File: config.mk
export PLATFORM = sky130hd
export DESIGN_NAME = approx_err_monitor
export DESIGN_NICKNAME = d
export VERILOG_FILES = /design/src/rtl/approx_err_pkg.sv /design/src/rtl/approx_err_div.sv /design/src/rtl/approx_err_monitor.sv
export SDC_FILE = /design/constraint.sdc
export NUM_CORES = 1
export LEC_CHECK = 0
export CELL_PAD_IN_SITES_DETAIL_PLACEMENT = 2
export CELL_PAD_IN_SITES_GLOBAL_PLACEMENT = 2
export CORE_MARGIN = 4
export CORE_UTILIZATION = 35
export CTS_CLUSTER_SIZE = 40
export DETAILED_ROUTE_END_ITERATION = 8
export DONT_BUFFER_PORTS = 1
export PLACE_DENSITY = 0.8
export SYNTH_ARGS = -nofsm -noshare
export SYNTH_HDL_FRONTEND = slang
export SYNTH_SLANG_ARGS = --single-unit
export TNS_END_PERCENT = 20
File: constraint.sdc
create_clock -name clk -period 9.4 [get_ports clk]
set_clock_uncertainty 0.1 [all_clocks]
set_input_delay 1.88 -clock clk [delete_from_list [all_inputs] [get_ports clk]]
set_output_delay 1.88 -clock clk [all_outputs]
set_load 0.005 [all_outputs]
File: src/rtl/approx_err_pkg.sv
// rtl/approx_err_pkg.sv - shared state type and width helpers for approx_err_monitor
//
// Purpose: FSM state encoding and the width functions that size the
// window counters and accumulators so that a full window of N_SAMPLES
// samples can never overflow them.
// Ports: none (package).
// Configuration: the relative-error path is enabled by defining APPROX_ERR_RE_EN.

package approx_err_pkg;

  typedef enum logic [1:0] {
    ST_IDLE = 2'd0,
    ST_RUN  = 2'd1,
    ST_DIV  = 2'd2,
    ST_DONE = 2'd3
  } state_e;

  // Bits needed to count 0..n_samples inclusive.
  function automatic int cnt_width(input int n_samples);
    return $clog2(n_samples + 1);
  endfunction

  // Sum of n_samples values, each at most 2w bits wide.
  function automatic int aed_sum_width(input int w, input int n_samples);
    return 2 * w + cnt_width(n_samples);
  endfunction

  // Width of one relative-error quotient (aed << frac) / exact.
  function automatic int re_quo_width(input int w, input int frac);
    return 2 * w + frac;
  endfunction

  // Sum of n_samples relative-error quotients.
  function automatic int re_sum_width(input int w, input int frac, input int n_samples);
    return re_quo_width(w, frac) + cnt_width(n_samples);
  endfunction

endpackage

File: src/rtl/approx_err_div.sv
// rtl/approx_err_div.sv - sequential restoring divider for the relative-error path
//
// Purpose: computes dividend / divisor one quotient bit per cycle (QW cycles).
// Ports:
//   clk, rst_n      clock, synchronous active-low reset
//   start           load operands and begin a division (ignored if abort)
//   abort           discard any division in progress
//   dividend [QW]   numerator
//   divisor  [NW]   denominator, must be non-zero
//   busy            division in progress
//   done            one-cycle pulse during the final iteration
//   quotient [QW]   result, valid while done is high
// Configuration: only instantiated when APPROX_ERR_RE_EN is defined.

module approx_err_div #(
  parameter int NW = 16,
  parameter int QW = 32
) (
  input  logic          clk,
  input  logic          rst_n,
  input  logic          start,
  input  logic          abort,
  input  logic [QW-1:0] dividend,
  input  logic [NW-1:0] divisor,
  output logic          busy,
  output logic          done,
  output logic [QW-1:0] quotient
);

  localparam int CNTW = $clog2(QW + 1);

  logic [NW-1:0]   rem_q, rem_d;
  logic [QW-1:0]   quo_q, quo_d;
  logic [NW-1:0]   dvs_q, dvs_d;
  logic [CNTW-1:0] cnt_q, cnt_d;
  logic            busy_q, busy_d;

  // The remainder is always below the divisor, so the shifted partial
  // remainder fits in NW+1 bits and the difference, when taken, fits in NW.
  logic [NW:0]   shifted;
  logic          ge;
  logic [NW-1:0] step_rem;
  logic [QW-1:0] step_quo;

  assign shifted  = {rem_q, quo_q[QW-1]};
  assign ge       = (shifted >= {1'b0, dvs_q});
  assign step_rem = ge ? (shifted[NW-1:0] - dvs_q) : shifted[NW-1:0];
  assign step_quo = {quo_q[QW-2:0], ge};

  // Quotient is presented combinationally on the last iteration so the
  // caller can consume it on the same edge the divider goes idle.
  assign quotient = step_quo;
  assign busy     = busy_q;

  always_comb begin
    rem_d  = rem_q;
    quo_d  = quo_q;
    dvs_d  = dvs_q;
    cnt_d  = cnt_q;
    busy_d = busy_q;
    done   = 1'b0;
    if (abort) begin
      busy_d = 1'b0;
    end else if (start) begin
      busy_d = 1'b1;
      cnt_d  = CNTW'(QW);
      rem_d  = '0;
      quo_d  = dividend;
      dvs_d  = divisor;
    end else if (busy_q) begin
      rem_d = step_rem;
      quo_d = step_quo;
      cnt_d = cnt_q - 1'b1;
      if (cnt_q == CNTW'(1)) begin
        busy_d = 1'b0;
        done   = 1'b1;
      end
    end
  end

  always_ff @(posedge clk) begin
    if (!rst_n) begin
      rem_q  <= '0;
      quo_q  <= '0;
      dvs_q  <= '0;
      cnt_q  <= '0;
      busy_q <= 1'b0;
    end else begin
      rem_q  <= rem_d;
      quo_q  <= quo_d;
      dvs_q  <= dvs_d;
      cnt_q  <= cnt_d;
      busy_q <= busy_d;
    end
  end

endmodule

File: src/rtl/approx_err_monitor.sv
// rtl/approx_err_monitor.sv - error statistics monitor for an approximate multiplier
//
// Purpose: over a window of N_SAMPLES accepted samples, accumulates the
// error count, sum and maximum of the absolute error |a*b - apprx| and,
// optionally, the sum of fixed-point relative errors.
// Ports:
//   clk, rst_n       clock, synchronous active-low reset
//   start            pulse: clear results and (re)arm a window
//   in_valid/in_ready sample handshake; in_ready only while collecting
//   a, b [W]         operands; apprx [2W] approximate product
//   err_count        samples with a non-zero error
//   sum_aed, max_aed sum and maximum of absolute errors
//   sum_re           sum of floor(aed * 2^RE_FRAC / exact), 0 when disabled
//   sample_cnt       samples accepted in this window
//   done             window complete, results held
// Configuration: define APPROX_ERR_RE_EN to include the divider and sum_re.

module approx_err_monitor
  import approx_err_pkg::*;
#(
  parameter int W         = 8,
  parameter int N_SAMPLES = 10000,
  parameter int RE_FRAC   = 16
) (
  input  logic                                           clk,
  input  logic                                           rst_n,
  input  logic                                           start,
  input  logic                                           in_valid,
  output logic                                           in_ready,
  input  logic [W-1:0]                                   a,
  input  logic [W-1:0]                                   b,
  input  logic [2*W-1:0]                                 apprx,
  output logic [cnt_width(N_SAMPLES)-1:0]                err_count,
  output logic [aed_sum_width(W, N_SAMPLES)-1:0]         sum_aed,
  output logic [2*W-1:0]                                 max_aed,
  output logic [re_sum_width(W, RE_FRAC, N_SAMPLES)-1:0] sum_re,
  output logic [cnt_width(N_SAMPLES)-1:0]                sample_cnt,
  output logic                                           done
);

  localparam int CW = cnt_width(N_SAMPLES);
  localparam int SW = aed_sum_width(W, N_SAMPLES);
  localparam logic [CW-1:0] LAST = CW'(N_SAMPLES);

  state_e          state_q, state_d;
  logic            in_ready_q, done_q;
  logic [CW-1:0]   err_q, err_d;
  logic [SW-1:0]   saed_q, saed_d;
  logic [2*W-1:0]  maed_q, maed_d;
  logic [CW-1:0]   cnt_q, cnt_d;

  logic [2*W-1:0]  exact;
  logic [2*W-1:0]  aed;
  logic            aed_nz;
  logic            accept;
  logic            re_go;
  logic            div_busy;
  logic            div_done;

  assign exact  = {{W{1'b0}}, a} * {{W{1'b0}}, b};
  assign aed    = (exact >= apprx) ? (exact - apprx) : (apprx - exact);
  assign aed_nz = (aed != '0);
  // start has priority over a sample presented in the same cycle.
  assign accept = in_valid && in_ready_q && !start;

`ifdef APPROX_ERR_RE_EN
  localparam int QW = re_quo_width(W, RE_FRAC);
  localparam int RW = re_sum_width(W, RE_FRAC, N_SAMPLES);

  logic [RW-1:0] sre_q, sre_d;
  logic [QW-1:0] div_quo;

  // A zero error or zero exact product contributes nothing, so the
  // divider is bypassed and the sample completes in one cycle.
  assign re_go  = accept && aed_nz && (exact != '0);
  assign sum_re = sre_q;

  approx_err_div #(
    .NW(2 * W),
    .QW(QW)
  ) u_div (
    .clk     (clk),
    .rst_n   (rst_n),
    .start   (re_go),
    .abort   (start),
    .dividend({aed, {RE_FRAC{1'b0}}}),
    .divisor (exact),
    .busy    (div_busy),
    .done    (div_done),
    .quotient(div_quo)
  );
`else
  assign re_go    = 1'b0;
  assign div_busy = 1'b0;
  assign div_done = 1'b0;
  assign sum_re   = '0;
`endif

  always_comb begin
    state_d = state_q;
    err_d   = err_q;
    saed_d  = saed_q;
    maed_d  = maed_q;
    cnt_d   = cnt_q;
`ifdef APPROX_ERR_RE_EN
    sre_d   = sre_q;
`endif
    if (start) begin
      state_d = ST_RUN;
      err_d   = '0;
      saed_d  = '0;
      maed_d  = '0;
      cnt_d   = '0;
`ifdef APPROX_ERR_RE_EN
      sre_d   = '0;
`endif
    end else begin
      case (state_q)
        ST_RUN: begin
          if (accept) begin
            err_d  = err_q + CW'(aed_nz);
            saed_d = saed_q + SW'(aed);
            maed_d = (aed > maed_q) ? aed : maed_q;
            cnt_d  = cnt_q + 1'b1;
            if (re_go) begin
              state_d = ST_DIV;
            end else if (cnt_q + 1'b1 == LAST) begin
              state_d = ST_DONE;
            end
          end
        end
        ST_DIV: begin
          // sample_cnt was already advanced on the accept edge; an idle
          // divider without a done pulse means nothing is pending.
          if (div_done || !div_busy) begin
            state_d = (cnt_q == LAST) ? ST_DONE : ST_RUN;
          end
`ifdef APPROX_ERR_RE_EN
          if (div_done) begin
            sre_d = sre_q + RW'(div_quo);
          end
`endif
        end
        default: ;
      endcase
    end
  end

  always_ff @(posedge clk) begin
    if (!rst_n) begin
      state_q    <= ST_IDLE;
      in_ready_q <= 1'b0;
      done_q     <= 1'b0;
      err_q      <= '0;
      saed_q     <= '0;
      maed_q     <= '0;
      cnt_q      <= '0;
`ifdef APPROX_ERR_RE_EN
      sre_q      <= '0;
`endif
    end else begin
      state_q    <= state_d;
      in_ready_q <= (state_d == ST_RUN);
      done_q     <= (state_d == ST_DONE);
      err_q      <= err_d;
      saed_q     <= saed_d;
      maed_q     <= maed_d;
      cnt_q      <= cnt_d;
`ifdef APPROX_ERR_RE_EN
      sre_q      <= sre_d;
`endif
    end
  end

  assign in_ready   = in_ready_q;
  assign done       = done_q;
  assign err_count  = err_q;
  assign sum_aed    = saed_q;
  assign max_aed    = maed_q;
  assign sample_cnt = cnt_q;

endmodule

Word level (Yosys, flattened, before mapping):

Index checks and enable logic that the tools add are counted.

* flip-flop bits (word level): 78
* bits in latches: 0
* RAM bits: 0
* bits in read-only memories: 0
* output and inout bits: 122
* word-level logic and storage cells: 35
* memories: 0

* $add $sub $neg: 5
* multipliers: 1
* divide/modulo/power cells: 0
* $lt $le $gt $ge: 2
* eq/ne operators: 6
* shifts and indexed selects: 0
* multiplexer cells: 6
* bitwise operators: 1
* reductions and logical operators: 7

Operator list (number)
* $sub 16x16->16: 2
* $add 30x16->30: 1
* $eq 14x14->1 const B: 2
* $ge 16x16->1: 1
* $gt 16x16->1: 1
* $mul 8x8->16: 1
* $mux 16: 1
* $reduce_bool 16->1: 1
* $add 14x1->14: 1
* $add 14x1->14 const B: 1
* $mux 2: 4
* $eq 2x1->1 const B: 2
* $eq 2x2->1 const B: 2
* $pmux 2 s2: 1
* $reduce_and 3->1: 1
* $logic_and 1x1->1: 2
* $reduce_and 2->1: 1
* $reduce_or 2->1: 1
* $logic_not 1->1: 1
* $not 1->1: 1

Logic depth before layout (Yosys ltp):

* depth after elaboration: 7
* mapped depth: 40
* depth with buffers taken out: 38

Worst setup path after synthesis:

OpenSTA, ideal clock, no wires.

* path type: input-to-reg
* from: input a[1]
* to: register saed_q[22] (netlist: sum_aed[22])
* setup time: 70 ps
* arrival time: 9933 ps
* data required time: 9230 ps
* setup slack: -703 ps
* stages: 36
* cells stage by stage: and2_1 > fa_1 > fa_1 > inv_1 > fa_1 > fa_1 > inv_1 > ha_1 > a21oi_1 > o21bai_1 > a21oi_1 > o21bai_1 > a21oi_1 > o211ai_1 > a21o_1 > a21oi_1 > xnor2_1 > ha_1 > nand4_1 > nor2_1 > a2111o_1 > nor2_4 > buf_2 > mux2i_1 > inv_1 > fa_1 > nor2b_1 > o21ai_0 > nand2b_1 > a21oi_1 > o21ai_0 > a2111oi_0 > o41ai_1 > a21oi_1 > or4b_2 > a21oi_1

* cells in the longest elaborated chain, start to end: 4
* elaborated cells on any way between the ends: 6
* those cells by class: add/sub (3); mul (1); order compare (1); mux (1)

RTL lines
* from (decl): RTL line approx_err_monitor.sv:30 `input logic [W-1:0] a,`
* $mul 8x8->16 (*): RTL line approx_err_monitor.sv:60 `assign exact = {{W{1'b0}}, a} * {{W{1'b0}}, b};`
* $sub 16x16->16 or $ge 16x16->1 (tied branches): RTL line approx_err_monitor.sv:61 `assign aed = (exact >= apprx) ? (exact - apprx) : (apprx - exact);`
* $mux 16 (*): RTL line approx_err_monitor.sv:61
* net aed[1]: RTL line approx_err_monitor.sv:53 `logic [2*W-1:0] aed;`
* $add 30x16->30 (*): RTL line approx_err_monitor.sv:122 `saed_d = saed_q + SW'(aed);`
* to (signal assigned): RTL line approx_err_monitor.sv:155 `saed_q <= '0;`
* to (signal assigned): RTL line approx_err_monitor.sv:166 `saed_q <= saed_d;`
* to (decl): RTL line approx_err_monitor.sv:48 `logic [SW-1:0] saed_q, saed_d;`

The timed path passes the listed nets; every way through them passes the cells marked *.
A chain may end at the register's enable or synchronous reset.

Worst setup path in the final report:

* from: input b[4]
* to: register maed_q[11] (netlist: max_aed[11])

* cells in the longest elaborated chain, start to end: 5
* elaborated cells on any way between the ends: 7
* those cells by class: add/sub (2); mul (1); order compare (2); mux (1); reduce/logical (1)

RTL lines
* from (decl): RTL line approx_err_monitor.sv:31 `input logic [W-1:0] b,`
* $mul 8x8->16: RTL line approx_err_monitor.sv:60
* $ge 16x16->1: RTL line approx_err_monitor.sv:61
* $mux 16: RTL line approx_err_monitor.sv:61
* net aed[1]: RTL line approx_err_monitor.sv:53
* $gt 16x16->1: RTL line approx_err_monitor.sv:123 `maed_d = (aed > maed_q) ? aed : maed_q;`
* $reduce_and 3->1 (no line)
* to (signal assigned): RTL line approx_err_monitor.sv:167 `maed_q <= maed_d;`
* to (decl): RTL line approx_err_monitor.sv:49 `logic [2*W-1:0] maed_q, maed_d;`

The timed path passes the listed nets, and every way through them passes these cells.

==> summary.md <==
| Metric | Value |
|---|---|
| Post-route setup slack | -1.327 ns |
| Post-route ant nets | 0 |
| CP max stage cell | sky130_fd_sc_hd__fa_1 |
| Final critical delay including setup and external delays | 10.73 ns |
| Number of cell rows | 55 |
| Number of buffers inserted during clock tree synthesis | 9 |
| Worst max-slew margin expressed relative to the limit | 20.68% |
| Placeable core area | 22,850 um^2 |
| Most common library cell in the layout ignoring fill and taps | sky130_fd_sc_hd__buf_4 |
| Hold Path Class | flip-flop to flip-flop |
| Final instance count without filler cells | approximately 1,500 |
| Cell area after synthesis | ~8000 um^2 |
| Area enclosed by the die boundary | between 20,000 and 30,000 um^2 |
| CP Data Arrival Time | 10.85 ns |
| Final Routed Wirelength | ~47,000 um |
| Achievable frequency | 0.09322 GHz |
| Wire length of the first global-routing pass | roughly 60,000 um |
| Setup repair after global routing missed its margin | true |
| DRC violation count after routing | 0 |
| Seq. cell area | 1562 um^2 |
| Endpoint type of the worst setup path | flip-flop |
| Kind of start point of the critical path | input pin |
| Routability congestion estimate from global placement | ~0.83 |
| Maximum fanout count along the critical path | 8 |
| Number of placed I/O pins | between 150 and 200 |
| Post-detailed-route via-to-cell ratio | 6.039 |
| Net count, final | between 1,000 and 1,500 |
| Hold violation total from the final report | 0 |
| Multi-input gate area | between 6000 and 7000 um^2 |
| Clk_lat worst skew | approximately 0.37 ns |
| Slew at the pin closest to its max-slew limit | 1.184 ns |
| Layout overhead on the synthesized area | 32.50% |
| Post-synth top area share | 19.04% |
| Type of the worst setup path | input pin to flip-flop |
| Clock sinks | 78 |
| Crit share post-route | 114.1% |
| Library cell with the largest summed area after synthesis | sky130_fd_sc_hd__dfxtp_1 |
| Global router's overall resource usage | 29.95% |
| WL/cell | 32.08 um |
| Detail Placement HPWL | 25,840 um |
| Failing checks | negative setup slack |
| Cell count after placement | 1,412 |
| Fraction of synthesis flops using an asynchronous set or reset pin | 0% |
| Detailed Route Iter0 Violations | 841 |
| Most used cells in the layout excluding fill and tap cells | sky130_fd_sc_hd__buf_4, sky130_fd_sc_hd__inv_1, sky130_fd_sc_hd__ha_1 |
| Number of instances in the synthesized netlist | 1,010 |
| Buffer cell driving the clock tree root | sky130_fd_sc_hd__clkbuf_16 |
| Top flip-flop cell by instance count after synthesis | sky130_fd_sc_hd__dfxtp_1 |
| Result of the run | complete, but fails checks |
| Register area share after synthesis | roughly a fifth |
| Final setup violation count | 55 |
| Number of H-tree branching levels | 3 |
| Maximum buffer depth of the clock tree | 2 |
| First-pass iteration count of the detailed router | 5 |
| Syn Area/Cell | 8.122 um^2 |
| Overall via count from detail_route | 8,890 |
| Required time reported for the critical path endpoint | 9.52 ns |
| EDFF count, synth | 0 |
| Die width | 161.1 um |
| Number of max-slew violations in the final report | 0 |
| Port buffer count | 0 |
| Main area contributors after synthesis | sky130_fd_sc_hd__dfxtp_1, sky130_fd_sc_hd__ha_1, sky130_fd_sc_hd__fa_1 |
| CTS tree | built |
| Count of distinct cell types in the synthesized netlist | 63 |
| Initial antenna violation count | 0 |
| Total gr overflow | 0 |
| Largest net degree at the start of global routing | 64 |
| Number of global-route vias before repair | 9,594 |
| Critical Path Max Stage Delay | between 0.6 and 0.7 ns |
| Max-cap viol count | 0 |
| Seq cells post-synth | 78 |
| Die outline height | ~160 um |
| Number of diodes added for antenna fixing | 0 |
| Number of inserted filler cells in the final layout | 2,490 |
| Initial core utilization | a little over a third |
| Number of synthesis warnings | 0 |
| Register clock-pin slew on the reported worst setup and hold paths | roughly 0.08 ns |
| Layout cell share with drive strength beyond 1 | between 20 and 30% |
critical path, delay by kind of cell:
kind	cells	cell delay, ns
fa+ha+maj	7	3.14
compound gates	10	3.00
buf+inv	11	1.54
simple gates	6	0.79
mux	1	0.29
xor+xnor	1	0.20
state kept, by name (all words and copies together), names as in the netlist:
name / count
done: 1
state_q: 2
in_ready: 1
sample_cnt: 14
max_aed: 16
err_count: 14
sum_aed: 30
per-layer routing:
layer,routed length (um),track usage [%],vias up
met5,0,0,-
met4,3161,15.01,0
met3,3444,7.476,205
met2,22490,53.65,564
met1,18130,32.91,4501
li1,-,-,3620
Yosys cell counts, types with 3 or more instances:
| cell type | count |
|---|---|
| sky130_fd_sc_hd__xnor2_1 | 26 |
| sky130_fd_sc_hd__a22oi_1 | 3 |
| sky130_fd_sc_hd__ha_1 | 103 |
| sky130_fd_sc_hd__nand4_1 | 13 |
| sky130_fd_sc_hd__inv_1 | 124 |
| sky130_fd_sc_hd__nand2b_1 | 10 |
| sky130_fd_sc_hd__nand3_1 | 29 |
| sky130_fd_sc_hd__a31o_2 | 4 |
| sky130_fd_sc_hd__nor2_1 | 64 |
| sky130_fd_sc_hd__xor2_1 | 43 |
| sky130_fd_sc_hd__and3_1 | 11 |
| sky130_fd_sc_hd__mux2i_1 | 10 |
| sky130_fd_sc_hd__a211oi_1 | 16 |
| sky130_fd_sc_hd__and2_1 | 60 |
| sky130_fd_sc_hd__o41ai_1 | 3 |
| sky130_fd_sc_hd__o211ai_1 | 7 |
| sky130_fd_sc_hd__buf_4 | 46 |
| sky130_fd_sc_hd__clkbuf_1 | 18 |
| sky130_fd_sc_hd__o21bai_1 | 6 |
| sky130_fd_sc_hd__a21o_1 | 23 |
| sky130_fd_sc_hd__a2111oi_0 | 4 |
| sky130_fd_sc_hd__o21ai_0 | 42 |
| sky130_fd_sc_hd__o21a_1 | 8 |
| sky130_fd_sc_hd__nand3b_1 | 3 |
| sky130_fd_sc_hd__dfxtp_1 | 78 |
| sky130_fd_sc_hd__a21oi_1 | 56 |
| sky130_fd_sc_hd__or3_1 | 8 |
| sky130_fd_sc_hd__buf_1 | 4 |
| sky130_fd_sc_hd__or2_2 | 3 |
| sky130_fd_sc_hd__o31ai_1 | 7 |
| sky130_fd_sc_hd__nand2_1 | 74 |
| sky130_fd_sc_hd__fa_1 | 39 |
| sky130_fd_sc_hd__nor2b_1 | 3 |
| sky130_fd_sc_hd__nor3_1 | 12 |
| sky130_fd_sc_hd__a31oi_1 | 7 |
| sky130_fd_sc_hd__or4_1 | 8 |
| sky130_fd_sc_hd__a21boi_0 | 3 |
cells by family (layout without fill, tap and decap cells):
kind of cell | after synthesis | after routing | share of synthesized area [%]
buf+inv | 193 | 297 | 10.95
flops | 78 | 78 | 19.04
xor+xnor | 69 | 69 | 7.367
simple gates | 310 | 310 | 19.31
fa+ha+maj | 142 | 142 | 25.23
compound gates | 207 | 207 | 16.84
other cells | 1 | 46 | 0.04572
mux | 10 | 10 | 1.220
final timing paths:
path	start	end	slack, ns	depth (start not counted)
worst max-delay path	b[4]	max_aed[11]	-1.33	36
worst min-delay path	sum_aed[28]	sum_aed[28]	0.42	2
worst max register to register	max_aed[1]	max_aed[11]	5.48	13
worst min register to register	sum_aed[28]	sum_aed[28]	0.42	2
what timing repair did:
action / 4_1_cts / 5_1_grt
gates resized for setup: 82 / 90
endpoints found under the setup margin: 54 / 55
gates cloned: 0 / 3
hold buffers: 0 / 0
buffers inserted: 22 / 19
pin swaps: 43 / 41
stage by stage:
stage          utilization [%]  setup TNS, ns  instance area (um^2)  hold WS (ns)  setup WS, ns
6_report                 47.57         -45.51                 10870        0.4206        -1.327
5_1_grt                  47.57         -56.88                 10870        0.4632        -1.517
4_1_cts                  44.58         -8.411                 10190        0.4251       -0.3406
3_5_place_dp             40.95         -47.71                  9355        0.4158        -1.128
3_3_place_gp             40.95         -20.12                  9355        0.4023       -0.5991
2_1_floorplan                -         -3.191                  8539        0.3650       -0.2516
layout make-up:
cell class                 instances  area share, %
clock inverter                     5         0.5295
timing repair buffer             157          12.16
tap                              313          3.603
clock buffer                      11          2.233
multi-input combinational        784          62.83
sequential                        78          14.37
inverter                         124          4.282
Power is left out: the tool's default activity adds up to more than one toggle a clock period on the data nets, which glitch-free logic cannot reach.
